<file path="src/rtl/ioss_pkg.sv">
`default_nettype none
// ============================================================================
//  Module      : ioss_pkg
//  Description : Shared types for the I/O subsystem controller-port logic.
//                Holds the SNES button bit indices, the 16-bit snapshot type
//                and the state encoding of the controller poll sequencer.
//  Revision    : 1.0  initial release
// ============================================================================
package ioss_pkg;

    // Bit position of each button inside a 16-bit snapshot, in the order the
    // pad shifts them out (bit 0 first). Bits 12..15 carry no button.
    typedef enum logic [3:0] {
        BTN_B      = 4'd0,
        BTN_Y      = 4'd1,
        BTN_SELECT = 4'd2,
        BTN_START  = 4'd3,
        BTN_UP     = 4'd4,
        BTN_DOWN   = 4'd5,
        BTN_LEFT   = 4'd6,
        BTN_RIGHT  = 4'd7,
        BTN_A      = 4'd8,
        BTN_X      = 4'd9,
        BTN_L      = 4'd10,
        BTN_R      = 4'd11
    } snes_btn_e;

    typedef logic [15:0] snes_state_t;

    // Poll sequencer states.
    typedef enum logic [2:0] {
        ST_IDLE   = 3'd0,
        ST_LATCH  = 3'd1,
        ST_CLK_LO = 3'd2,
        ST_CLK_HI = 3'd3,
        ST_DONE   = 3'd4
    } poll_state_e;

endpackage
`default_nettype wire

</file>
<file path="src/rtl/sync2.sv">
`default_nettype none
// ============================================================================
//  Module      : sync2
//  Description : Two-flop synchronizer for one asynchronous input pin.
//  Ports       : clk   - system clock
//                reset - synchronous active-high reset
//                d     - asynchronous input
//                q     - input resynchronized to clk (2-cycle latency)
//  Revision    : 1.0  initial release
// ============================================================================
module sync2 #(
    parameter logic RST_VAL = 1'b1
) (
    input  logic clk,
    input  logic reset,
    input  logic d,
    output logic q
);

    logic r_meta;
    logic r_sync;

    always_ff @(posedge clk) begin
        if (reset) begin
            r_meta <= RST_VAL;
            r_sync <= RST_VAL;
        end else begin
            r_meta <= d;
            r_sync <= r_meta;
        end
    end

    assign q = r_sync;

endmodule
`default_nettype wire

</file>
<file path="src/rtl/snes_poll_sched.sv">
`default_nettype none
// ============================================================================
//  Module      : snes_poll_sched
//  Description : Frame-paced poll scheduler and bus controller for the two
//                SNES controller ports. One frame_start (with poll_en high)
//                runs one latch + 16-bit shift pass over the shared
//                con_latch/con_clock lines, sampling both pads together, and
//                publishes active-high snapshots and pressed-edge masks with
//                a one-cycle state_valid strobe.
//  Ports       : clk, reset          - clock, synchronous active-high reset
//                frame_start         - one-cycle poll request (start of vblank)
//                poll_en             - level gate for frame_start
//                ovr_clr             - one-cycle pulse clearing overrun
//                con_serial_p1/p2    - async pad data pins, low = pressed
//                con_latch/con_clock - shared pad control lines
//                p1/p2_state         - button snapshots, 1 = pressed
//                p1/p2_pressed       - buttons newly pressed since last snapshot
//                state_valid         - one-cycle strobe, vectors updated
//                busy                - poll in progress
//                overrun             - sticky, frame_start seen while busy
//  Revision    : 1.0  initial release
// ============================================================================
module snes_poll_sched
    import ioss_pkg::*;
#(
    parameter int LATCH_CYC = 600,
    parameter int HALF_CYC  = 300
) (
    input  logic        clk,
    input  logic        reset,
    input  logic        frame_start,
    input  logic        poll_en,
    input  logic        ovr_clr,
    input  logic        con_serial_p1,
    input  logic        con_serial_p2,
    output logic        con_latch,
    output logic        con_clock,
    output logic [15:0] p1_state,
    output logic [15:0] p2_state,
    output logic [15:0] p1_pressed,
    output logic [15:0] p2_pressed,
    output logic        state_valid,
    output logic        busy,
    output logic        overrun
);

    // The phase counter is loaded with (length - 1) and the phase ends on the
    // cycle it reads zero, so it only needs to hold the larger length - 1.
    localparam int CNT_MAX = (LATCH_CYC > HALF_CYC) ? LATCH_CYC : HALF_CYC;
    localparam int CNT_W   = $clog2(CNT_MAX);

    localparam logic [CNT_W-1:0] LATCH_LOAD = CNT_W'(LATCH_CYC - 1);
    localparam logic [CNT_W-1:0] HALF_LOAD  = CNT_W'(HALF_CYC - 1);

    // ------------------------------------------------------------------
    // Pin synchronizers
    // ------------------------------------------------------------------
    logic w_p1_sync;
    logic w_p2_sync;

    sync2 #(.RST_VAL(1'b1)) u_sync_p1 (
        .clk   (clk),
        .reset (reset),
        .d     (con_serial_p1),
        .q     (w_p1_sync)
    );

    sync2 #(.RST_VAL(1'b1)) u_sync_p2 (
        .clk   (clk),
        .reset (reset),
        .d     (con_serial_p2),
        .q     (w_p2_sync)
    );

    // ------------------------------------------------------------------
    // Sequencer state
    // ------------------------------------------------------------------
    poll_state_e      r_state;
    poll_state_e      w_state_nxt;
    logic [CNT_W-1:0] r_phase_cnt;
    logic [CNT_W-1:0] w_phase_cnt_nxt;
    logic [3:0]       r_bit_idx;
    logic [3:0]       w_bit_idx_nxt;
    logic             w_phase_last;
    logic             w_sample;

    snes_state_t r_shadow_p1;
    snes_state_t r_shadow_p2;
    snes_state_t r_p1_state;
    snes_state_t r_p2_state;
    snes_state_t r_p1_pressed;
    snes_state_t r_p2_pressed;

    logic r_con_latch;
    logic r_con_clock;
    logic r_busy;
    logic r_state_valid;
    logic r_overrun;

    assign w_phase_last = (r_phase_cnt == '0);

    // Sample on the last low cycle: mid-bit, well away from the pad's shift
    // on the following rising edge of con_clock.
    assign w_sample = (r_state == ST_CLK_LO) && w_phase_last;

    always_comb begin
        w_state_nxt     = r_state;
        w_phase_cnt_nxt = r_phase_cnt;
        w_bit_idx_nxt   = r_bit_idx;

        unique case (r_state)
            ST_IDLE: begin
                if (frame_start && poll_en) begin
                    w_state_nxt     = ST_LATCH;
                    w_phase_cnt_nxt = LATCH_LOAD;
                end
            end

            ST_LATCH: begin
                if (w_phase_last) begin
                    w_state_nxt     = ST_CLK_LO;
                    w_phase_cnt_nxt = HALF_LOAD;
                    w_bit_idx_nxt   = 4'd0;
                end else begin
                    w_phase_cnt_nxt = r_phase_cnt - 1'b1;
                end
            end

            ST_CLK_LO: begin
                if (w_phase_last) begin
                    w_state_nxt     = ST_CLK_HI;
                    w_phase_cnt_nxt = HALF_LOAD;
                end else begin
                    w_phase_cnt_nxt = r_phase_cnt - 1'b1;
                end
            end

            ST_CLK_HI: begin
                if (w_phase_last) begin
                    if (r_bit_idx == 4'd15) begin
                        w_state_nxt = ST_DONE;
                    end else begin
                        w_state_nxt     = ST_CLK_LO;
                        w_phase_cnt_nxt = HALF_LOAD;
                        w_bit_idx_nxt   = r_bit_idx + 4'd1;
                    end
                end else begin
                    w_phase_cnt_nxt = r_phase_cnt - 1'b1;
                end
            end

            ST_DONE: begin
                w_state_nxt = ST_IDLE;
            end

            default: begin
                w_state_nxt = ST_IDLE;
            end
        endcase
    end

    // Outputs are registered from the next-state value so each line changes
    // together with the state it belongs to, with no decode glitches.
    always_ff @(posedge clk) begin
        if (reset) begin
            r_state       <= ST_IDLE;
            r_phase_cnt   <= '0;
            r_bit_idx     <= '0;
            r_con_latch   <= 1'b0;
            r_con_clock   <= 1'b1;
            r_busy        <= 1'b0;
            r_state_valid <= 1'b0;
            r_overrun     <= 1'b0;
            r_shadow_p1   <= '0;
            r_shadow_p2   <= '0;
            r_p1_state    <= '0;
            r_p2_state    <= '0;
            r_p1_pressed  <= '0;
            r_p2_pressed  <= '0;
        end else begin
            r_state       <= w_state_nxt;
            r_phase_cnt   <= w_phase_cnt_nxt;
            r_bit_idx     <= w_bit_idx_nxt;
            r_con_latch   <= (w_state_nxt == ST_LATCH);
            r_con_clock   <= (w_state_nxt != ST_CLK_LO);
            r_busy        <= (w_state_nxt == ST_LATCH)  ||
                             (w_state_nxt == ST_CLK_LO) ||
                             (w_state_nxt == ST_CLK_HI);
            r_state_valid <= (w_state_nxt == ST_DONE);

            // Pad data is active-low on the wire.
            if (w_sample) begin
                r_shadow_p1[r_bit_idx] <= ~w_p1_sync;
                r_shadow_p2[r_bit_idx] <= ~w_p2_sync;
            end

            // Publish in the DONE cycle; pressed compares against the
            // snapshot being replaced.
            if (w_state_nxt == ST_DONE) begin
                r_p1_pressed <= r_shadow_p1 & ~r_p1_state;
                r_p2_pressed <= r_shadow_p2 & ~r_p2_state;
                r_p1_state   <= r_shadow_p1;
                r_p2_state   <= r_shadow_p2;
            end

            // A request while not idle (DONE included) is an overrun; a new
            // overrun beats a simultaneous clear.
            if (frame_start && (r_state != ST_IDLE)) begin
                r_overrun <= 1'b1;
            end else if (ovr_clr) begin
                r_overrun <= 1'b0;
            end
        end
    end

    assign con_latch   = r_con_latch;
    assign con_clock   = r_con_clock;
    assign busy        = r_busy;
    assign state_valid = r_state_valid;
    assign overrun     = r_overrun;
    assign p1_state    = r_p1_state;
    assign p2_state    = r_p2_state;
    assign p1_pressed  = r_p1_pressed;
    assign p2_pressed  = r_p2_pressed;

endmodule
`default_nettype wire

</file>
<file path="config.mk">
export PLATFORM = sky130hd
export DESIGN_NAME = snes_poll_sched
export DESIGN_NICKNAME = d
export VERILOG_FILES = /design/src/rtl/ioss_pkg.sv /design/src/rtl/sync2.sv /design/src/rtl/snes_poll_sched.sv
export SDC_FILE = /design/constraint.sdc
export NUM_CORES = 1
export LEC_CHECK = 0
export CORE_AREA = 2 2 105 107
export DETAILED_ROUTE_END_ITERATION = 8
export DIE_AREA = 0 0 107 109
export GPL_TIMING_DRIVEN = 0
export PLACE_DENSITY = 0.74
export SLEW_MARGIN = 15
export SYNTH_ARGS = -nofsm -noshare
export SYNTH_HDL_FRONTEND = slang
export SYNTH_SLANG_ARGS = --single-unit
</file>
<file path="constraint.sdc">
create_clock -name clk -period 2.6 [get_ports clk]
set_clock_uncertainty 0.05 [all_clocks]
set_input_delay 0.52 -clock clk [delete_from_list [all_inputs] [get_ports clk]]
set_output_delay 0.52 -clock clk [all_outputs]
set_load 0.02 [all_outputs]
</file>
# == After elaboration in Yosys (flattened, before gate mapping) ==
# Index checks and enable logic that the tools add are counted.
# classes
add_sub_neg,2
n_reduce_logical,15
n_mux,21
magnitude_cmp,2
bitwise,6
eq_ne,14
# op_table
op,n
10-bit two-way mux,4
16-bit AND,2
16-bit bitwise mux,2
16-bit NOT,2
10-bit case mux with 3 select lines,1
3-bit two-way mux,5
"3-bit by 2-bit equality test with 1-bit output, second input constant",4
4-bit two-way mux,3
3-bit case mux with 4 select lines,1
10-bit zero test,1
"10-bit by 1-bit subtractor with 10-bit output, second input constant",1
"2-bit != test, second input constant",4
4-bit case mux with 2 select lines,1
"3-bit by 1-bit equality test with 1-bit output, second input constant",2
3-bit nonzero test,2
"4-bit by 5-bit less-than comparator with 1-bit output, second input constant",1
"4-bit by 1-bit adder with 4-bit output, second input constant",1
1-bit demux with 4-bit select,1
"4-bit equality test, second input constant",1
"4-bit by 1-bit greater-or-equal comparator with 1-bit output, second input constant",1
1-bit logical AND,4
4-bit AND reduction,1
2-bit nonzero test,2
"3-bit equality test, second input constant",1
8 further kinds,12
# word_totals
word_cells,78
in_bits,7
output_inout_bits,69
register_bits,122

# == Logic depth before layout (Yosys ltp) ==
# Gate-level depths: netlist of the first run.
# logic_depth
depth_word,7
depth_mapped,9
depth_no_buf,6

# == Cells and area by module ==
# Synthesis of the first run repeated with hierarchy kept, for this count alone.
# unflattened
hier_cells,586
hier_area_um2,4823.4
# modules_own_cells
module,instances,cells_each,area_each_um2,seq_area_each_um2
snes_poll_sched,1,578,4718.3,2362.3
sync2,2,4,52.6,40.0

# == Worst setup path before layout of the first run ==
# OpenSTA, ideal clock, no wires.
# synth_path
path_type,reg-to-reg
start,reg r_phase_cnt[0]
end,"reg r_p1_pressed[10], in the netlist p1_pressed[10]"
arrival_ns,2.078
path_stages_with_launch,10
setup_ns,0.132
slack_ns,0.340
required_time_ns,2.418
path_buffers,3
synth_period_minus_slack_ns,2.260
path_cell_list,dfxtp_1 > inv_1 > ha_1 > or4b_4 > buf_6 > or4_4 > buf_6 > buf_6 > o21ai_1 > a21oi_1
# synth_between
elab_chain_cells,4
word_cells_on_any_way,6
cone_classes,eq/ne: 1; mux: 4; reduce/logical: 1
# synth_rtl
element,line_no,rtl
start: declaration,snes_poll_sched.sv:80,logic [CNT_W-1:0] r_phase_cnt;
start signal: assignment,snes_poll_sched.sv:182,r_phase_cnt <= w_phase_cnt_nxt;
10-bit zero test (*),snes_poll_sched.sv:100,assign w_phase_last = (r_phase_cnt == '0);
"3-bit two-way mux, on equally long branches","snes_poll_sched.sv:139, snes_poll_sched.sv:120, snes_poll_sched.sv:130",
3-bit case mux with 4 select lines (*),snes_poll_sched.sv:111,unique case (r_state)
3-bit equality test (*),snes_poll_sched.sv:199,if (w_state_nxt == ST_DONE) begin
end signal: assignment,snes_poll_sched.sv:200,r_p1_pressed <= r_shadow_p1 & ~r_p1_state;
end: declaration,snes_poll_sched.sv:91,snes_state_t r_p1_pressed;
# Every way passes the cells marked *; elsewhere a longest branch is shown, timed or not.
# A chain may end at the register's enable or synchronous reset.

# == Worst setup path after layout of the first run ==
# layout_path
start,reg r_phase_cnt[0]
end,"reg r_p1_state[13], in the netlist p1_state[13]"
# layout_between
elab_chain_cells,4
word_cells_on_any_way,6
cone_classes,eq/ne: 1; mux: 4; reduce/logical: 1
# layout_rtl
element,line_no,rtl
10-bit zero test (*),snes_poll_sched.sv:100,
"3-bit two-way mux, on equally long branches","snes_poll_sched.sv:139, snes_poll_sched.sv:120, snes_poll_sched.sv:130",
3-bit case mux with 4 select lines (*),snes_poll_sched.sv:111,
3-bit equality test (*),snes_poll_sched.sv:199,
end signal: assignment,snes_poll_sched.sv:202,r_p1_state <= r_shadow_p1;
end: declaration,snes_poll_sched.sv:89,snes_state_t r_p1_state;
# Marked as above.

==> impl_metrics.toml, run 1 <==
[finish]
final_nets = 698
final_cell_area_mm2 = 0.00686
fin_cells = 837
post-route-util_pct = 64.7
diodes = 0
area_growth_pct = 30.2
drive_gt1_share_pct = 11.6

[global_routing]
grt_max_degree = 17
grtUsageMet3_pct = 6.10
antenna_found_initial = 0
grt_pass1_wl_mm = 23.6
first_global_vias = 4705
grt_use_met2_pct = 42.2
grt-busiest-layer = "met2"
grt.overflow.total = 0
use_met1_pct = 33.4
grtUsageTotal_pct = 25.9

[worst_setup_path]
criticalPathCategory = "flop to flop"
start_kind = "flop"
rr_startpoint = "r_phase_cnt[0]"
endpoint_kind = "flop"
cp.required_ps = 2920
crit_fanout = 10
arrival_ps = 2850
startpoint = "r_phase_cnt[0]"

[cts]
root_buffer = "clkbuf_8"
insertion_delay_ps = 520
cts_buffers = 17
path_clk_slew_ps = 60
cts_buffer_depth = 2
cts_tree = "done"
cts_sinks = 122
htree_num_levels = 4

[floorplan]
dieArea_mm2 = 0.0117
start_util_pct = 49.7
row_count = 38
core_mm2 = 0.0106
ios = 76
chipHeight_um = 109
dieWidth_um = 107

[logic_synthesis]
synth_edf_count = 0
synth_sequential_area_ratio_pct = 46.3
async_flop_share_pct = 0
synth_ff_type = "dfxtp_1"
synth_cells = 588
synth_nets = 601
avgSynthCellArea_um2 = 8.97
yosys_warnings = 0
syn_area_mm2 = 0.00527
ys_types = 50
synth_seq_cells = 122

[sta]
slew_headroom_pct = 49.4
rsz0062_at_grt = "false"
slew_violations = 0
timing.hold.ws_ps = 362
fin_crit_sh_pct = 97.4
max_freq_mhz = 395
finalCriticalPeriod_ps = 2530
setup_viol_count_final = 0
layout_setup_ws_ps = 67.0
worst_slew_pin_slew_ps = 748
finalSetupTns_ps = 0
hold_violations = 0

[pwr]
combPwrFrac_pct = 13.5
leakage_nw = 2.26
p_int_mw = 3.72
power.net_switching_mw = 1.37
swShare_pct = 26.9
power_frac_clock_pct = 48.4
peakVddDrop_v = 0.000514
power_mw = 5.09
pwr-share-seq_pct = 38.1
powerDensity_mw_per_mm2 = 742

[drt]
vias = 5070
drc = 0
drt_iter0_markers = 353
wire_per_inst_um = 18.1
routed_via_density = 6.06
dr.pass1.iters = 7
ant_nets = 0
routed_wl_mm = 15.1

[place]
placement.io_buffers = 74
pre_cts_slack_ps = -72.7
placed_cell_area_mm2 = 0.00620
placed_cells = 803
dp_hpwl_mm = 10.9
gp_congestion = 0.935

[worst_hold_path]
holdCritPathClass = "flop to flop"
min_from = "u_sync_p2.r_meta"

[job]
max_cap_violations = 0

[outcome]
status = "complete, no violations"
cell usage in the layout, fill, tap and decap left out, types with 3 or more instances in the layout:
cell type,n
inv_1,34
nand4b_1,32
clkinv_4,3
a21oi_1,74
a31oi_1,13
buf_6,5
buf_4,5
nor2_1,10
o211ai_1,3
clkdlybuf4s50_1,74
clkbuf_2,8
nand3_1,34
dfxtp_1,122
or2_2,4
nor3_1,6
a221oi_1,19
a221oi_2,8
nand2_1,10
and2_1,9
clkbuf_16,16
a211oi_1,13
and3_1,6
a21o_1,4
clkbuf_1,37
nand4_1,14
bufinv_16,4
o21ai_1,20
buf_2,9
o21ai_0,46
nor4_1,5
ha_1,6
nor2b_1,3
o31ai_1,4
inv_6,3
cells in the mapped netlist (2+ instances only):
library cell	number	share of area, %
ha_1	6	1.4
nor3_1	7	0.66
or2_2	4	0.47
a21o_1	4	0.57
nor4b_1	2	0.33
and4_1	2	0.33
nand4_1	14	1.7
nand3_1	34	3.2
o21ai_0	47	4.5
inv_1	34	2.4
o211ai_1	3	0.43
buf_2	9	0.85
o31ai_1	4	0.57
nor2b_1	3	0.36
and3_1	6	0.71
a311oi_1	2	0.33
buf_6	5	1.1
dfxtp_1	122	46
and2_1	9	1.1
a211oi_1	13	1.9
nor4_1	5	0.59
a221oi_1	19	3.2
clkbuf_1	45	3.2
a31oi_1	13	1.5
nand4_2	2	0.47
o21ai_1	20	1.9
nor2_1	10	0.71
a221oi_2	8	2.3
or4_1	2	0.28
nand4b_1	32	5.3
nand2_1	10	0.71
a21oi_1	74	7.0
area by class of cell:
type | count | area (um2)
clock buffers | 18 | 428
flip-flops and latches | 122 | 2440
multi-input cells | 371 | 2420
plain buffers | 61 | 308
well taps | 140 | 175
clock inverters | 13 | 193
repair buffers | 78 | 771
inverters | 34 | 128
fillers | 893 | 3740
power by group through the flow:
stage,clock network (mW),registers [mW],logic (mW)
2_1_floorplan,0,1.98,0.470
3_3_place_gp,0,1.98,0.635
3_5_place_dp,0,1.98,0.652
4_1_cts,2.48,1.94,0.657
5_1_grt,2.58,1.94,0.740
6_report,2.46,1.94,0.687
registers in the layout (all words and copies together), names as in the netlist, 3 cells and up:
register	cells
r_shadow_p2	16
p2_state	16
p1_state	16
r_shadow_p1	16
r_state	3
r_phase_cnt	10
p1_pressed	16
r_bit_idx	4
p2_pressed	16
per-layer routing:
metal / vias to the layer above / wire (um)
met1: 2402 / 6520
met3: 41 / 1080
li1: 2398 / -
met5: - / 0
met2: 229 / 7070
met4: 0 / 442
worst max-delay path, cell delays in order, from the launching register on:
cell,delay (ps)
dfxtp_1,340
inv_1,110
ha_1,170
or4b_4,460
buf_6,150
or4_4,550
clkbuf_2,220
o21ai_0,230
a21oi_1,100
logic make-up after synthesis:
group,count (synthesis),synth area share (%)
compound gates,215,25.4
simple gates,148,18.4
flops,122,46.3
buf+inv,95,8.07
fa+ha+maj,6,1.42
mux,2,0.403
what timing repair did:
item / 4_1_cts / 5_1_grt
hold buffers: 0 / 0
endpoints found under the setup margin: 9 / 70
resized for setup: 1 / 17
endpoints found under the hold margin: 0 / 0
pin swaps: 0 / 2
setup buffers: 0 / 3
final timing paths:
kind / to / slack [ps] / cells after the start
max reg2reg: p1_state[13] / 70 / 8
min: u_sync_p2.q / 360 / 1
max: p1_state[13] / 70 / 8
min reg2reg: u_sync_p2.q / 360 / 1
Power figures use the tool's default switching activity.
==> inputs of run 2 (changes only) <==
--- a/config.mk
+++ b/config.mk
@@ -8,8 +8,10 @@
 export CORE_AREA = 2 2 105 107
 export DETAILED_ROUTE_END_ITERATION = 8
 export DIE_AREA = 0 0 107 109
-export GPL_TIMING_DRIVEN = 0
+export GPL_TIMING_DRIVEN = 1
 export PLACE_DENSITY = 0.74
+export REMOVE_ABC_BUFFERS = 1
+export SKIP_CTS_REPAIR_TIMING = 1
 export SLEW_MARGIN = 15
 export SYNTH_ARGS = -nofsm -noshare
 export SYNTH_HDL_FRONTEND = slang
==> impl_metrics.toml, run 2 (synthesized netlist as in run 1, its figures left out) <==
[outcome]
status = "complete, no violations"

[place]
gp_congestion = 0.868
dp_hpwl_mm = 8.24
placement.io_buffers = 75
pre_cts_slack_ps = 221
placed_cells = 756
placed_cell_area_mm2 = 0.00607

[worst_setup_path]
cp.required_ps = 2920
endpoint_kind = "flop"
r2r_end = "r_shadow_p1[0]"
start_kind = "flop"
arrival_ps = 2750
regToRegSetupSlack_ps = 170
criticalPathCategory = "flop to flop"
rr_startpoint = "r_phase_cnt[0]"
r2r_cells = 7
crit_fanout = 30

[floorplan]
chipHeight_um = 109
core_mm2 = 0.0106
dieArea_mm2 = 0.0117
dieWidth_um = 107
ios = 76
start_util_pct = 49.7
row_count = 38

[global_routing]
grt_use_met2_pct = 36.9
grtUsageTotal_pct = 22.5
antenna_found_initial = 0
grt_pass1_wl_mm = 21.0
grtUsageMet3_pct = 4.48
grt-busiest-layer = "met2"
use_met1_pct = 29.2
first_global_vias = 4325
grt_max_degree = 69
grt.overflow.total = 0

[drt]
wire_per_inst_um = 16.1
drc = 0
routed_wl_mm = 12.7
ant_nets = 0
routed_via_density = 6.03
dr.pass1.iters = 5
vias = 4753
drt_iter0_markers = 341

[sta]
slew_headroom_pct = 51.5
slew_violations = 0
timing.hold.ws_ps = 358
rsz0062_at_grt = "false"
worst_slew_pin_slew_ps = 720
max_freq_mhz = 412
fin_crit_sh_pct = 93.4
layout_setup_ws_ps = 173
setup_viol_count_final = 0
hold_violations = 0
finalCriticalPeriod_ps = 2430

[worst_hold_path]
min_from = "u_sync_p2.r_meta"
holdCritPathClass = "flop to flop"
min_to = "u_sync_p2.q"
min_delay_path_depth = 1

[finish]
fillers = 905
final_cell_area_mm2 = 0.00668
mostFrequentLayoutCells = "dfxtp_1, a21oi_1, clkdlybuf4s50_1"
drive_gt1_share_pct = 10.6
final_nets = 648
diodes = 0
fin_cells = 788
final_common_cell = "dfxtp_1"
area_growth_pct = 26.6

[cts]
cts_buffers = 17
root_buffer = "clkbuf_8"
cts_sinks = 122
insertion_delay_ps = 510
htree_num_levels = 4
cts_buffer_depth = 2
path_clk_slew_ps = 60
cts_tree = "done"

[pwr]
leakage_nw = 2.15
power_mw = 4.91
peakVddDrop_v = 0.000449
powerDensity_mw_per_mm2 = 736

[job]
max_cap_violations = 0
run 2: how the worst max path moves through the flow:
| stage | startpoint | endpoint | depth (start not counted) |
|---|---|---|---|
| detailed placement | r_phase_cnt[0] | r_shadow_p2[15] | 7 |
| CTS | r_phase_cnt[0] | r_shadow_p1[0] | 7 |
| floorplan | r_bit_idx[0] | p1_state[0] | 5 |
| finish | r_phase_cnt[0] | r_shadow_p1[0] | 7 |
| global placement | r_phase_cnt[0] | r_shadow_p2[15] | 7 |
| global route | r_phase_cnt[0] | r_shadow_p1[0] | 7 |
run 2: stage by stage:
stage | TNS [ps] | util [%]
after detailed placement | 0 | 57.3
after floorplan | -129530 | -
final | 0 | 63.0
after global routing | 0 | 63.0
after global placement | 0 | 57.3
after CTS | 0 | 63.0
run 2: layer usage:
layer | part of all wire, % | wire, um
met5 | 0 | 0
met2 | 50 | 6320
met1 | 45 | 5710
met4 | 1.5 | 192
met3 | 4.0 | 505
run 2: where the power goes:
part	switching (mW)	internal [mW]
Clock	0.903	1.48
Sequential	0.0491	1.90
Combinational	0.381	0.200
run 2: worst max-delay path, stage by stage (launching register included):
cell and delay [ps]:
dfxtp_1 340, inv_1 110, ha_1 170, or4b_4 530, nor4_4 290, buf_12 210
and3_1 410, a221oi_1 170
run 2: cell type report:
cell class | count | area [um2] | share of cell area (%)
Clock buffer | 17 | 414 | 6.20
Clock inverter | 15 | 189 | 2.83
Inverter | 34 | 128 | 1.91
Multi-Input combinational cell | 371 | 2410 | 36.1
Sequential cell | 122 | 2440 | 36.6
Tap cell | 140 | 175 | 2.62
Timing Repair Buffer | 89 | 916 | 13.7
==> inputs of run 3 (changes only) <==
--- a/config.mk
+++ b/config.mk
@@ -6,6 +6,7 @@
 export NUM_CORES = 1
 export LEC_CHECK = 0
 export CORE_AREA = 2 2 105 107
+export CTS_BUF_LIST = sky130_fd_sc_hd__clkbuf_16
 export DETAILED_ROUTE_END_ITERATION = 8
 export DIE_AREA = 0 0 107 109
 export GPL_TIMING_DRIVEN = 1
==> impl_metrics.toml, run 3 (synthesized netlist as in run 1, its figures left out) <==
[outcome]
status = "complete, no violations"

[finish]
final_nets = 648
area_growth_pct = 26.8
diodes = 0
drive_gt1_share_pct = 10.6
mostFrequentLayoutCells = "dfxtp_1, a21oi_1, clkdlybuf4s50_1"
fin_cells = 788
final_common_cell = "dfxtp_1"

[global_routing]
grt.overflow.total = 0
grtUsageTotal_pct = 22.5
first_global_vias = 4325
grt_pass1_wl_mm = 21.0
grt_max_degree = 69
antenna_found_initial = 0

[worst_hold_path]
holdCritPathClass = "flop to flop"
min_from = "u_sync_p2.r_meta"
min_to = "u_sync_p2.q"
min_delay_path_depth = 1

[cts]
cts_sinks = 122
htree_num_levels = 4
path_clk_slew_ps = 60
cts_buffer_depth = 2
insertion_delay_ps = 410
cts_buffers = 17
root_buffer = "clkbuf_16"
cts_tree = "done"

[sta]
rsz0062_at_grt = "false"
timing.hold.ws_ps = 358
setup_viol_count_final = 0
slew_headroom_pct = 52.2
hold_violations = 0
finalCriticalPeriod_ps = 2440
worst_slew_pin_slew_ps = 711
slew_violations = 0
fin_crit_sh_pct = 93.9
max_freq_mhz = 410

[worst_setup_path]
cpPeakStageDelay_ps = 530
rr_startpoint = "r_phase_cnt[0]"
cp_cell_sequence = "inv_1 > ha_1 > or4b_4 > nor4_4 > buf_12 > and3_1 > a221oi_1"
r2r_end = "r_shadow_p1[0]"
cp_slowest_cell = "or4b_4"
regToRegSetupSlack_ps = 160
criticalPathCategory = "flop to flop"
cp.required_ps = 2820
endpoint_kind = "flop"
start_kind = "flop"
arrival_ps = 2660
crit_fanout = 30
r2r_cells = 7

[pwr]
swShare_pct = 26.9
leakage_nw = 2.16
combPwrFrac_pct = 11.7
power.net_switching_mw = 1.34
powerDensity_mw_per_mm2 = 743
p_int_mw = 3.63
peakVddDrop_v = 0.000453
pwr-share-seq_pct = 39.3
power_frac_clock_pct = 49.0

[floorplan]
start_util_pct = 49.7
core_mm2 = 0.0106
chipHeight_um = 109
row_count = 38
dieWidth_um = 107
dieArea_mm2 = 0.0117
ios = 76

[place]
gp_congestion = 0.868
placed_cells = 756
placement.io_buffers = 75
dp_hpwl_mm = 8.24

[drt]
vias = 4775
ant_nets = 0
routed_wl_mm = 12.7
wire_per_inst_um = 16.2
drc = 0
dr.pass1.iters = 5
drt_iter0_markers = 384
routed_via_density = 6.06

[job]
max_cap_violations = 0
[run 3: cell counts in the layout (fill, tap and decap cells not counted)]
No cell type changed its count.
[run 3: layout make-up]
type / count / area, um2
clock buffer: 17 / 425
clock inverter: 15 / 189
fill: 901 / 3920
inverter: 34 / 128
multi-input combinational: 371 / 2410
sequential: 122 / 2440
tap: 140 / 175
timing repair buffer: 89 / 916
[run 3: worst max path at each step]
stage                        start              end  slack (ps)  depth (start not counted)
floorplan             r_bit_idx[0]      p1_state[0]       -1970                          5
global placement    r_phase_cnt[0]  r_shadow_p2[15]         280                          7
detailed placement  r_phase_cnt[0]  r_shadow_p2[15]         220                          7
CTS                 r_phase_cnt[0]   r_shadow_p1[0]         180                          7
global route        r_phase_cnt[0]   r_shadow_p1[0]          30                          7
finish              r_phase_cnt[0]   r_shadow_p1[0]         160                          7
[run 3: stage by stage]
step                      area, um2  setup slack [ps]  TNS [ps]  util [%]  power [mW]
after floorplan                4970             -1970   -129530         -        2.32
after global placement         6070               285         0      57.3        2.55
after detailed placement       6070               221         0      57.3        2.57
after CTS                      6690               184         0      63.1        4.98
after global routing           6690              31.5         0      63.1        5.14
final                          6690               159         0      63.1        4.97
[run 3: critical path: cells and delay by family, from the launching register on]
kind,cells,cell delay (ps)
compound gates,1,170
fa+ha+maj,1,170
buf+inv,2,320
flops,1,340
simple gates,3,1240
[run 3: routing by layer]
metal,GRT usage [%],routed length [um],up-vias
met5,0,0,-
met2,36.9,6290,152
li1,-,-,2296
met3,4.48,587,21
met1,29.2,5710,2306
met4,9.09,168,0
[run 3: power groups by stage]
stage | Clock [mW] | Sequential, mW | Combinational (mW)
2_1_floorplan | 0 | 1.98 | 0.338
3_3_place_gp | 0 | 1.99 | 0.565
3_5_place_dp | 0 | 1.99 | 0.576
4_1_cts | 2.45 | 1.95 | 0.577
5_1_grt | 2.55 | 1.96 | 0.638
6_report | 2.43 | 1.95 | 0.581
